==> config.mk <==
export PLATFORM = sky130hd
export DESIGN_NAME = opacc_seq
export DESIGN_NICKNAME = d
export VERILOG_FILES = /design/src/rtl/opacc_pkg.sv /design/src/rtl/opacc_skid.sv /design/src/rtl/opacc_seq.sv
export SDC_FILE = /design/constraint.sdc
export NUM_CORES = 1
export LEC_CHECK = 0
export BUFFER_PORTS_ARGS = -buffer_cell sky130_fd_sc_hd__buf_2
export CAP_MARGIN = 20
export CORE_MARGIN = 2
export CORE_UTILIZATION = 25
export CTS_BUF_LIST = sky130_fd_sc_hd__clkbuf_8 sky130_fd_sc_hd__clkbuf_16
export DETAILED_ROUTE_END_ITERATION = 16
export GPL_TIMING_DRIVEN = 0
export HOLD_SLACK_MARGIN = 0.02
export PLACE_DENSITY = 0.48
export SYNTH_ARGS = -nofsm -noshare
export SYNTH_HDL_FRONTEND = slang
export SYNTH_SLANG_ARGS = --single-unit
==> constraint.sdc <==
create_clock -name clk -period 6.5 [get_ports clk]
set_clock_uncertainty 0.2 [all_clocks]
set_input_delay 0.325 -clock clk [delete_from_list [all_inputs] [get_ports clk]]
set_output_delay 0.325 -clock clk [all_outputs]
set_load 0.03 [all_outputs]
==> src/rtl/opacc_pkg.sv <==
// Shared types for the opacc command sequencer: command opcodes, FSM states,
// and a small helper for sizing counters.
package opacc_pkg;

    typedef enum logic [1:0] {
        OP_LOADC  = 2'b00,
        OP_MAC    = 2'b01,
        OP_STOREC = 2'b10,
        OP_RSVD   = 2'b11
    } op_e;

    typedef enum logic [1:0] {
        S_IDLE  = 2'b00,
        S_LOAD  = 2'b01,
        S_MAC   = 2'b10,
        S_STORE = 2'b11
    } state_e;

    // Larger of two integers, used to size the beat counter.
    function automatic int max_int(input int a, input int b);
        return (a > b) ? a : b;
    endfunction

endpackage

==> src/rtl/opacc_skid.sv <==
// opacc_skid: two-entry registered valid/ready buffer. The head entry drives
// the output directly from a register; the tail entry absorbs one extra beat so
// the producer can keep going for one cycle after the consumer stalls.
module opacc_skid
    import opacc_pkg::*;
#(
    parameter int WIDTH = 33
) (
    input  logic             clk,
    input  logic             reset,
    input  logic             in_valid_i,
    output logic             in_ready_o,
    input  logic [WIDTH-1:0] in_data_i,
    output logic             out_valid_o,
    input  logic             out_ready_i,
    output logic [WIDTH-1:0] out_data_o
);

    logic [WIDTH-1:0] head_q, head_d;
    logic [WIDTH-1:0] tail_q, tail_d;
    logic [1:0]       count_q, count_d;
    logic             push;
    logic             pop;

    // A full buffer still accepts a beat in a cycle where the head leaves.
    assign in_ready_o  = (count_q != 2'd2) || out_ready_i;
    assign out_valid_o = (count_q != 2'd0);
    assign out_data_o  = head_q;
    assign push        = in_valid_i && in_ready_o;
    assign pop         = out_valid_o && out_ready_i;

    // Next-state for head/tail/count, keeping strict FIFO order.
    always_comb begin
        head_d  = head_q;
        tail_d  = tail_q;
        count_d = count_q;
        case ({push, pop})
            2'b10: begin
                if (count_q == 2'd0) begin
                    head_d = in_data_i;
                end else begin
                    tail_d = in_data_i;
                end
                count_d = count_q + 2'd1;
            end
            2'b01: begin
                head_d  = tail_q;
                count_d = count_q - 2'd1;
            end
            2'b11: begin
                if (count_q == 2'd1) begin
                    head_d = in_data_i;
                end else begin
                    head_d = tail_q;
                    tail_d = in_data_i;
                end
            end
            default: begin
            end
        endcase
    end

    // Buffer registers; reset flushes both entries.
    always_ff @(posedge clk) begin
        if (reset) begin
            head_q  <= '0;
            tail_q  <= '0;
            count_q <= 2'd0;
        end else begin
            head_q  <= head_d;
            tail_q  <= tail_d;
            count_q <= count_d;
        end
    end

endmodule

==> src/rtl/opacc_seq.sv <==
// opacc_seq: command sequencer in front of opacc. Runs one LOADC/MAC/STOREC
// command at a time, steers the data stream into opacc's ci / ai,bj ports and
// drains stored C rows through a registered two-entry output buffer.
//
// Handshakes: every stream (cmd, din, dout) transfers exactly on a rising clock
// edge where valid && ready; valid never depends on ready from the same stream,
// while ready may depend on valid-independent state (and, for the STORE shift,
// on dout_ready through the buffer).
module opacc_seq
    import opacc_pkg::*;
#(
    parameter int nregs = 2,
    parameter int XLEN  = 8,
    parameter int vl    = 4,
    parameter int ml    = 4,
    parameter int LENW  = 8,
    localparam int AW   = (nregs > 1) ? $clog2(nregs) : 1
) (
    input  logic               clk,
    input  logic               reset,
    input  logic               cmd_valid,
    output logic               cmd_ready,
    input  logic [1:0]         cmd_op,
    input  logic [AW-1:0]      cmd_addr,
    input  logic [LENW-1:0]    cmd_len,
    input  logic               din_valid,
    output logic               din_ready,
    input  logic [ml*XLEN-1:0] din_a,
    input  logic [vl*XLEN-1:0] din_b,
    output logic               dout_valid,
    input  logic               dout_ready,
    output logic [vl*XLEN-1:0] dout_row,
    output logic               dout_last,
    output logic               busy,
    output logic               ci_valid,
    output logic               ab_valid,
    output logic [AW-1:0]      cld_addr,
    output logic [AW-1:0]      cst_addr,
    output logic [AW-1:0]      ab_addr,
    output logic [ml*XLEN-1:0] ai,
    output logic [vl*XLEN-1:0] bj,
    output logic [vl*XLEN-1:0] ci,
    input  logic [vl*XLEN-1:0] co
);

    localparam int RW = vl * XLEN;
    localparam int CW = max_int($clog2(ml + 1), LENW + 1);
    localparam logic [CW-1:0] ML_LAST = CW'(ml - 1);

    state_e          state_q, state_d;
    logic [AW-1:0]   addr_q, addr_d;
    logic [LENW-1:0] len_q, len_d;
    logic [CW-1:0]   cnt_q, cnt_d;
    logic [CW-1:0]   mac_last;

    logic            skid_push;
    logic            skid_last;
    logic            skid_in_ready;
    logic            skid_valid;
    logic [RW:0]     skid_data;

    assign mac_last = {{(CW - LENW){1'b0}}, len_q};

    // Next-state and opacc drive; every output defaults to idle values and
    // everything is held quiet while reset is asserted.
    always_comb begin
        state_d   = state_q;
        addr_d    = addr_q;
        len_d     = len_q;
        cnt_d     = cnt_q;
        cmd_ready = 1'b0;
        din_ready = 1'b0;
        ci_valid  = 1'b0;
        ab_valid  = 1'b0;
        cld_addr  = '0;
        cst_addr  = '0;
        ab_addr   = '0;
        ai        = '0;
        bj        = '0;
        ci        = '0;
        skid_push = 1'b0;
        skid_last = 1'b0;
        if (!reset) begin
            case (state_q)
                S_IDLE: begin
                    cmd_ready = 1'b1;
                    if (cmd_valid) begin
                        addr_d = cmd_addr;
                        len_d  = cmd_len;
                        cnt_d  = '0;
                        case (op_e'(cmd_op))
                            OP_LOADC:  state_d = S_LOAD;
                            OP_MAC:    state_d = S_MAC;
                            OP_STOREC: state_d = S_STORE;
                            default:   state_d = S_IDLE;
                        endcase
                    end
                end
                S_LOAD: begin
                    din_ready = 1'b1;
                    cld_addr  = addr_q;
                    if (din_valid) begin
                        ci_valid = 1'b1;
                        ci       = din_b;
                        if (cnt_q == ML_LAST) begin
                            state_d = S_IDLE;
                            cnt_d   = '0;
                        end else begin
                            cnt_d = cnt_q + CW'(1);
                        end
                    end
                end
                S_MAC: begin
                    din_ready = 1'b1;
                    ab_addr   = addr_q;
                    if (din_valid) begin
                        ab_valid = 1'b1;
                        ai       = din_a;
                        bj       = din_b;
                        if (cnt_q == mac_last) begin
                            state_d = S_IDLE;
                            cnt_d   = '0;
                        end else begin
                            cnt_d = cnt_q + CW'(1);
                        end
                    end
                end
                S_STORE: begin
                    // Bottom row leaves on co while zeros shift in, so the
                    // drain also clears the bank.
                    cld_addr = addr_q;
                    cst_addr = addr_q;
                    if (skid_in_ready) begin
                        ci_valid  = 1'b1;
                        skid_push = 1'b1;
                        skid_last = (cnt_q == ML_LAST);
                        if (cnt_q == ML_LAST) begin
                            state_d = S_IDLE;
                            cnt_d   = '0;
                        end else begin
                            cnt_d = cnt_q + CW'(1);
                        end
                    end
                end
                default: state_d = S_IDLE;
            endcase
        end
    end

    // Command state registers; reset aborts any command in flight.
    always_ff @(posedge clk) begin
        if (reset) begin
            state_q <= S_IDLE;
            addr_q  <= '0;
            len_q   <= '0;
            cnt_q   <= '0;
        end else begin
            state_q <= state_d;
            addr_q  <= addr_d;
            len_q   <= len_d;
            cnt_q   <= cnt_d;
        end
    end

    opacc_skid #(
        .WIDTH(RW + 1)
    ) u_skid (
        .clk        (clk),
        .reset      (reset),
        .in_valid_i (skid_push),
        .in_ready_o (skid_in_ready),
        .in_data_i  ({skid_last, co}),
        .out_valid_o(skid_valid),
        .out_ready_i(dout_ready),
        .out_data_o (skid_data)
    );

    assign dout_valid = skid_valid && !reset;
    assign dout_row   = reset ? '0 : skid_data[RW-1:0];
    assign dout_last  = skid_data[RW] && skid_valid && !reset;
    assign busy       = !reset && ((state_q != S_IDLE) || skid_valid);

endmodule

Word-level counts from Yosys, hierarchy flattened --
Index checks and enable logic that the tools add are counted.
Storage, ports and cells: register bits 88, word-level logic and storage cells 105, output and inout port bits 138, input port bits 112
Cells by class: eq/ne operators 20, add/sub/neg operators 3, muxes and demuxes 51, reductions and logical operators 24
Operators by type and width (count):
- $mux 32 | 9
- $mux 33 | 4
- $pmux 33 s3 | 1
- $pmux 33 s2 | 1
- $mux 9 | 6
- $pmux 9 s4 | 1
- $mux 1 | 19
- $ne 2x2->1 const B | 7
- $mux 2 | 6
- $eq 2x2->1 const B | 5
- $add 9x1->9 const B | 1
- $eq 9x2->1 const B | 1
- $eq 9x8->1 | 1
- $eq 2x1->1 const B | 4
- $pmux 2 s4 | 1
- $reduce_bool 2->1 | 4
- $logic_and 1x1->1 | 6
- $logic_not 2->1 | 3
- $pmux 2 s3 | 1
- $reduce_and 5->1 | 1
- $ne 2x1->1 const B | 2
- $pmux 2 s2 | 1
- $reduce_and 2->1 | 2
- $reduce_and 4->1 | 1
- other kinds (8) | 10

Longest topological paths before layout --
Gate-level depths: netlist of the first run.
depth in word-level cells 9, mapped depth 11, mapped depth without buffers 10

Cells and area by module --
A second synthesis of the first run with hierarchy kept.
Second synthesis, totals: cell total of the unflattened synthesis 621, area total of the unflattened synthesis 4972.3 um2
Modules (own cells, without submodules):
- opacc_skid | sequential area each 1361.3 um2, cells an instance 323, instances 1, area each 2817.7 um2
- opacc_seq | sequential area each 400.4 um2, cells an instance 298, instances 1, area each 2154.6 um2

Least setup slack after synthesis of the first run --
No wires, ideal clock.
path kind reg2reg, start register u_skid.count_q[0], end register u_skid.head_q[12] (netlist: u_skid.out_data_o[12]), stages on the path, launching flop included 11, data required time 6.214 ns, library setup time 0.086 ns, period minus slack after synthesis 2.332 ns, arrival time 2.046 ns, setup slack 4.168 ns, buffers on the path 1, path through dfxtp_1 -> inv_1 -> ha_1 -> nand2b_1 -> inv_1 -> ha_1 -> a21oi_1 -> nor2_1 -> clkbuf_1 -> a22oi_1 -> a211oi_1
On the way: cells in the longest elaborated chain, start to end 9, elaborated cells between the ends (all ways) 18, those cells by class eq/ne: 6; mux: 5; reduce/logical: 7
RTL lines:
- start: declaration | RTL line opacc_skid.sv:21 | logic [1:0] count_q, count_d;
- start signal: assignment | RTL line opacc_skid.sv:72 | count_q <= count_d;
- $ne 2x2->1 | RTL line opacc_skid.sv:26 | assign in_ready_o = (count_q != 2'd2) || out_ready_i;
- $logic_or 1x1->1 | RTL line opacc_skid.sv:26
- $mux 1 | RTL line opacc_seq.sv:133 | if (skid_in_ready) begin
- $mux 1 | RTL line opacc_seq.sv:84 | case (state_q)
- $mux 1 | RTL line opacc_seq.sv:83 | if (!reset) begin
- $logic_and 1x1->1 | RTL line opacc_skid.sv:29 | assign push = in_valid_i && in_ready_o;
- $eq 2x2->1 / $eq 2x1->1 (equally long branches) | RTL line opacc_skid.sv:37 | case ({push, pop})
- $ne 2x1->1 (no source line) / $reduce_bool 3->1 (equally long branches)
- $reduce_and 2->1 (no source line)
- end signal: assignment | RTL line opacc_skid.sv:66 | head_q <= '0;
- end signal: assignment | RTL line opacc_skid.sv:70 | head_q <= head_d;
- end: declaration | RTL line opacc_skid.sv:19 | logic [WIDTH-1:0] head_q, head_d;
Several ways; a longest one is shown, not always the timed one. A chain may end at the register's enable or synchronous reset.

Worst setup path in the final report of the first run --
start register u_skid.count_q[0], end register u_skid.head_q[13] (netlist: u_skid.out_data_o[13])
Same word-level chain as after synthesis.

==> impl_metrics.json, run 1 <==
{
  "final_period_minus_worst_setup_slack_ns": 3.04,
  "seq_area_frac_synth": 0.373,
  "clk_latency_ns": 0.34,
  "synthTopCellsByCount": "97 x and2_1, 88 x dfxtp_1, 82 x nand2_1, 50 x a21oi_1, 44 x nor2_1",
  "cts_buffers": 9,
  "async_flop_share": 0,
  "worstPathRequired_ns": 6.56,
  "synthSimpleGateAreaFrac": 0.325,
  "synth_nets": 734,
  "synth-edff-count": 0,
  "postSynthAreaPerCell_sq_um": 7.78,
  "synth_top_family_by_area": "simple AND/OR/NAND/NOR gates",
  "synth-xor-area-share": 0.0185,
  "num_vias": 5002,
  "finalSetupTns_ns": 0,
  "drive_gt1_frac": 0.312,
  "start_util": 0.254,
  "syn2layout_area_growth_pct": 39.6,
  "wl_mm": 17.2,
  "portBuffers": 249,
  "grt_antenna_before_repair": 4,
  "r2r_setup_slack_ns": 3.46,
  "p_per_area_mw_per_mm2": 309,
  "first_pass_iters": 4,
  "cts.sinks": 88,
  "die-height_um": 142,
  "dp.cells": 1091,
  "rsz0062_at_grt": "false",
  "yosys_register_bits": 88,
  "drv_cap": 0,
  "timing.fmax_ghz": 0.329,
  "gr-usage-all-layers": 0.163,
  "nets": 999,
  "hold_class": "in -> reg",
  "dieArea_sq_mm": 0.0200,
  "wl_per_cell_um": 15.4,
  "final_max_slew_viol_count": 0,
  "clockBufferDepth": 2,
  "stdcell_count": 1112,
  "dpl.hpwl_mm": 14.1,
  "synth_area_sq_mm": 0.00473,
  "synth-compound-area-share": 0.196,
  "die_w_um": 142,
  "start_kind": "register",
  "final-hold-violation-count": 0,
  "cts_tree": "built",
  "synth_top_area_share": 0.373,
  "synth_mux_area_frac": 0.00238,
  "yosys.area.top_type": "dfxtp_1",
  "synth_cells": 608,
  "coreArea_sq_mm": 0.0186,
  "synth.distinct_cells": 37,
  "place_congestion": 0.763,
  "ys_warn_count": 0,
  "route.detailed.drc": 0,
  "vias_per_cell": 4.50,
  "grt_pass1_wl_mm": 25.1,
  "setup_viol": 0,
  "path_max_fanout": 10,
  "rows": 50,
  "path_clk_slew_ns": 0.06,
  "path_class": "reg -> reg",
  "outcome": "finished clean",
  "ys.flop_type": "dfxtp_1",
  "grt_max_degree": 13,
  "yosysMostFrequentCell": "and2_1",
  "ioPinCount": 250,
  "final_antenna_net_count": 0,
  "yosys-top-cells-area": "dfxtp_1 37%, and2_1 13%, nand2_1 6.5%",
  "power_leakage_nw": 3.14,
  "cp.arrival_ns": 3.10,
  "grt_overflow_total": 0,
  "slew_headroom": 0.579,
  "first_global_vias": 4472,
  "crit_path_end_kind": "register",
  "first_iter_violations": 185,
  "synth_fa_ha_area_frac": 0.0370,
  "h-tree-depth": 3,
  "fin_crit_sh": 0.468,
  "worstMarginPinSlew_ns": 0.631,
  "irDropWorstVdd_v": 0.000133,
  "clock-root-buffer": "clkbuf_16"
}
## per-stage QoR
stage	power, W	cell area, sq um	setup WS [ns]	hold WS (ns)	util
2_1_floorplan	0.00130	4730	4.17	0.236	-
3_3_place_gp	0.00155	6270	3.49	0.242	0.336
3_5_place_dp	0.00156	6270	3.44	0.246	0.336
4_1_cts	0.00207	6590	3.42	0.0210	0.354
5_1_grt	0.00217	6600	3.19	0.0300	0.354
6_report	0.00204	6600	3.46	0.0347	0.354
## placed cells by master, fill, tap and decap left out, drive strengths merged, types with 3 or more instances in the layout
master,n
buf,260
and2,97
dfxtp,88
nand2,82
a21oi,51
nor2,45
clkbuf,43
nor2b,39
a211oi,34
a22oi,32
inv,17
ha,14
nand3,13
and3,9
o21ai,9
xnor2,7
a22o,6
dlygate4sd3,5
nand2b,4
diode,3
xor2,3
## cell families (layout without fill, tap and decap cells)
group,Yosys count,count (layout)
AND/OR/NAND/NOR,298,298
AO/OA/AOI/OAI,138,138
flip-flops,88,88
buffers and inverters,59,326
adder cells (fa/ha/maj),14,14
XOR/XNOR,10,10
multiplexers,1,1
other,0,3
## per-layer routing
metal  share of wire  global-route usage  vias to the layer above  wire [um]
li1                -                   -                     2569          -
met1            0.41               0.187                     2247       7070
met2            0.52               0.303                      165       8890
met3           0.051              0.0280                       21        875
met4           0.020              0.0605                        0        335
met5               0                   0                        -          0
## timing repair
item	in CTS	in global routing
buffers inserted	0	0
hold buffers	5	0
hold endpoints to repair	5	0
resized for setup	0	0
## worst max-delay path, stage by stage (launching register included)
cell and delay [ns]:
dfxtp_1 0.38, inv_1 0.08, ha_1 0.19, nand2b_1 0.16, and3_1 0.36, ha_1 0.29, a21oi_1 0.08, nor2_1 0.36
clkbuf_1 0.46, a22oi_1 0.15, a211oi_1 0.24
## worst paths after layout
check | startpoint | end | depth (start not counted)
setup / recovery | u_skid.count_q[0]$_SDFFE_PP0P_ | u_skid.out_data_o[13]$_SDFFE_PP0P_ | 10
hold reg to reg | u_skid.tail_q[25]$_SDFFE_PP0P_ | u_skid.tail_q[25]$_SDFFE_PP0P_ | 2
hold / removal | co[6] | u_skid.tail_q[6]$_SDFFE_PP0P_ | 3
setup reg to reg | u_skid.count_q[0]$_SDFFE_PP0P_ | u_skid.out_data_o[13]$_SDFFE_PP0P_ | 10
## state kept, by name, summed over array words and instances, names as in the netlist
| register | count |
|---|---|
| state_q | 2 |
| u_skid.tail_q | 33 |
| u_skid.out_data_o | 33 |
| len_q | 8 |
| u_skid.count_q | 2 |
| cnt_q | 9 |
| addr_q | 1 |
## final cells by class
type                            instances  area, sq um
Multi-Input combinational cell        461         2740
Inverter                               15         56.3
Fill cell                            2029        12000
Timing Repair Buffer                  254         1300
Tap cell                              234          293
Clock inverter                          3         37.5
Antenna cell                            3         7.51
Clock buffer                           10          239
Buffer                                 44          173
Sequential cell                        88         1760
## power by group
group / switching, W / internal [W]
Clock: 0.000205 / 0.000299
Combinational: 0.000528 / 0.000303
Sequential: 0.0000534 / 0.000649
Total: 0.000786 / 0.00125
No activity file was read; power rests on OpenSTA's default activity.
==> run 2, diff against run 1 <==
==> constraint.sdc (replaced) <==
create_clock -name clk -period 3.2 [get_ports clk]
set_clock_uncertainty 0.2 [all_clocks]
set_input_delay 0.16 -clock clk [delete_from_list [all_inputs] [get_ports clk]]
set_output_delay 0.16 -clock clk [all_outputs]
set_load 0.03 [all_outputs]
==> run 2 against run 1 <==
Combinational power up 110%. Clock power increased by 100%. Die area unchanged. Core utilization increased by 2.0 points. Global-route usage up 0.34 points. Power is 110% higher. Design area increased by 5.6%. Final cell count is 3.2% higher. Clock-buffer cell count unchanged. Worst setup slack got worse by 3.2 ns. Flip-flop and latch count is the same. Critical path type unchanged. Largest power group unchanged.
==> impl_metrics.json, run 2 (synthesized netlist as in run 1, its figures left out) <==
{
  "outcome": "finished clean",
  "first_iter_violations": 206,
  "num_vias": 5123,
  "clockBufferDepth": 2,
  "syn2layout_area_growth_pct": 47.4,
  "drv_cap": 0,
  "final-hold-violation-count": 0,
  "cp.arrival_ns": 3.00,
  "vias_per_cell": 4.46,
  "worstPathCellList": "inv_1, ha_1, nand2b_1, and3_1, ha_1, nand2_1, nand2_1, buf_1, a22oi_1, a211oi_1",
  "cts_buffers": 9,
  "dpl.hpwl_mm": 14.1,
  "die-height_um": 142,
  "fin_area_sq_mm": 0.00697,
  "timing.hold.ws_ns": 0.0765,
  "worstPathRequired_ns": 3.26,
  "p_per_area_mw_per_mm2": 599,
  "cp_slowest_cell": "buf_1",
  "n_fill_cell": 2001,
  "setup_viol": 0,
  "rsz0062_at_grt": "false",
  "first_pass_iters": 6,
  "ioPinCount": 250,
  "grt_overflow_total": 0,
  "irDropWorstVdd_v": 0.000269,
  "r2r_setup_slack_ns": 0.26,
  "die_w_um": 142,
  "cts_tree": "built",
  "coreArea_sq_mm": 0.0186,
  "path_max_fanout": 10,
  "cpPeakStageDelay_ns": 0.45,
  "dieArea_sq_mm": 0.0200,
  "rows": 50,
  "crit_path_end_kind": "register",
  "grt_max_degree": 13,
  "place_congestion": 0.763,
  "h-tree-depth": 3,
  "path_clk_slew_ns": 0.06,
  "wl_mm": 17.5,
  "grt_antenna_before_repair": 4,
  "nets": 1035,
  "hold_class": "in -> reg",
  "clock-root-buffer": "clkbuf_16",
  "fin_crit_sh": 0.919,
  "grt_pass1_wl_mm": 25.7,
  "start_util": 0.254,
  "path_class": "reg -> reg",
  "power_leakage_nw": 3.31,
  "drive_gt1_frac": 0.307,
  "start_kind": "register",
  "timing.fmax_ghz": 0.340,
  "portBuffers": 249,
  "wl_per_cell_um": 15.3,
  "final_period_minus_worst_setup_slack_ns": 2.94,
  "gr-usage-all-layers": 0.166,
  "final_max_slew_viol_count": 0,
  "slew_headroom": 0.576,
  "cts.sinks": 88,
  "final_common_cell": "buf_2",
  "final_cell_mix": "255 x buf_2, 97 x and2_1, 88 x dfxtp_1",
  "worstMarginPinSlew_ns": 0.636,
  "final_antenna_net_count": 0,
  "clk_latency_ns": 0.34,
  "power_w": 0.00418,
  "route.detailed.drc": 0,
  "finalSetupTns_ns": 0,
  "placed_cell_area_sq_mm": 0.00627,
  "first_global_vias": 4637
}
run 2: changes by cell type in the layout (fill, tap and decap cells not counted):
cell           change
dlygate4sd3_1     +36
clkbuf_2           +7
clkbuf_1           -6
buf_1              -1
run 2: layer usage:
metal,vias up,wire [um],global-route usage
met5,-,0,0
met3,19,917,0.0263
met2,159,9130,0.311
met4,0,324,0.0605
li1,2646,-,-
met1,2299,7140,0.191
run 2: final timing paths:
path                                  start                                 end  cells past startpoint
max          u_skid.count_q[0]$_SDFFE_PP0P_  u_skid.out_data_o[12]$_SDFFE_PP0P_                     10
min reg2reg  u_skid.tail_q[13]$_SDFFE_PP0P_      u_skid.tail_q[13]$_SDFFE_PP0P_                      2
max reg2reg  u_skid.count_q[0]$_SDFFE_PP0P_  u_skid.out_data_o[12]$_SDFFE_PP0P_                     10
min                                   reset               cnt_q[2]$_SDFFE_PP0P_                      3
run 2: final cells by class:
class	instances	area, sq um	area share
inverters	15	56.3	0.00808
clock inverters	3	37.5	0.00539
multi-input cells	461	2740	0.393
plain buffers	44	181	0.0260
repair buffers	290	1660	0.238
diodes	3	7.51	0.00108
well taps	234	293	0.0420
clock buffers	10	239	0.0343
flip-flops and latches	88	1760	0.253
run 2: what timing repair did:
action	4_1_cts	5_1_grt
buffers inserted	0	0
endpoints found under the hold margin	64	0
hold buffers	41	0
gates resized for setup	0	13
endpoints found under the setup margin	0	37
run 2: critical path, delay by kind of cell, from the launching register on:
| kind | cells | cell delay [ns] |
|---|---|---|
| AND/OR/NAND/NOR | 4 | 0.82 |
| buffers and inverters | 2 | 0.53 |
| adder cells (fa/ha/maj) | 2 | 0.48 |
| AO/OA/AOI/OAI | 2 | 0.43 |
| flip-flops | 1 | 0.38 |
run 2: per-stage QoR:
step / util / worst slack [ns] / cells
4_1_cts: 0.373 / 0.125 / 1145
5_1_grt: 0.374 / 0.00709 / 1147
3_5_place_dp: 0.336 / 0.144 / 1091
2_1_floorplan: - / 0.868 / 608
3_3_place_gp: 0.336 / 0.191 / 1091
6_report: 0.374 / 0.258 / 1148
run 2: where the power goes:
part           internal (W)  total (W)  leakage (nW)  switching, W
Combinational      0.000646    0.00173          2.45       0.00108
Clock              0.000608    0.00102         0.143      0.000416
Sequential          0.00132    0.00143         0.712      0.000109
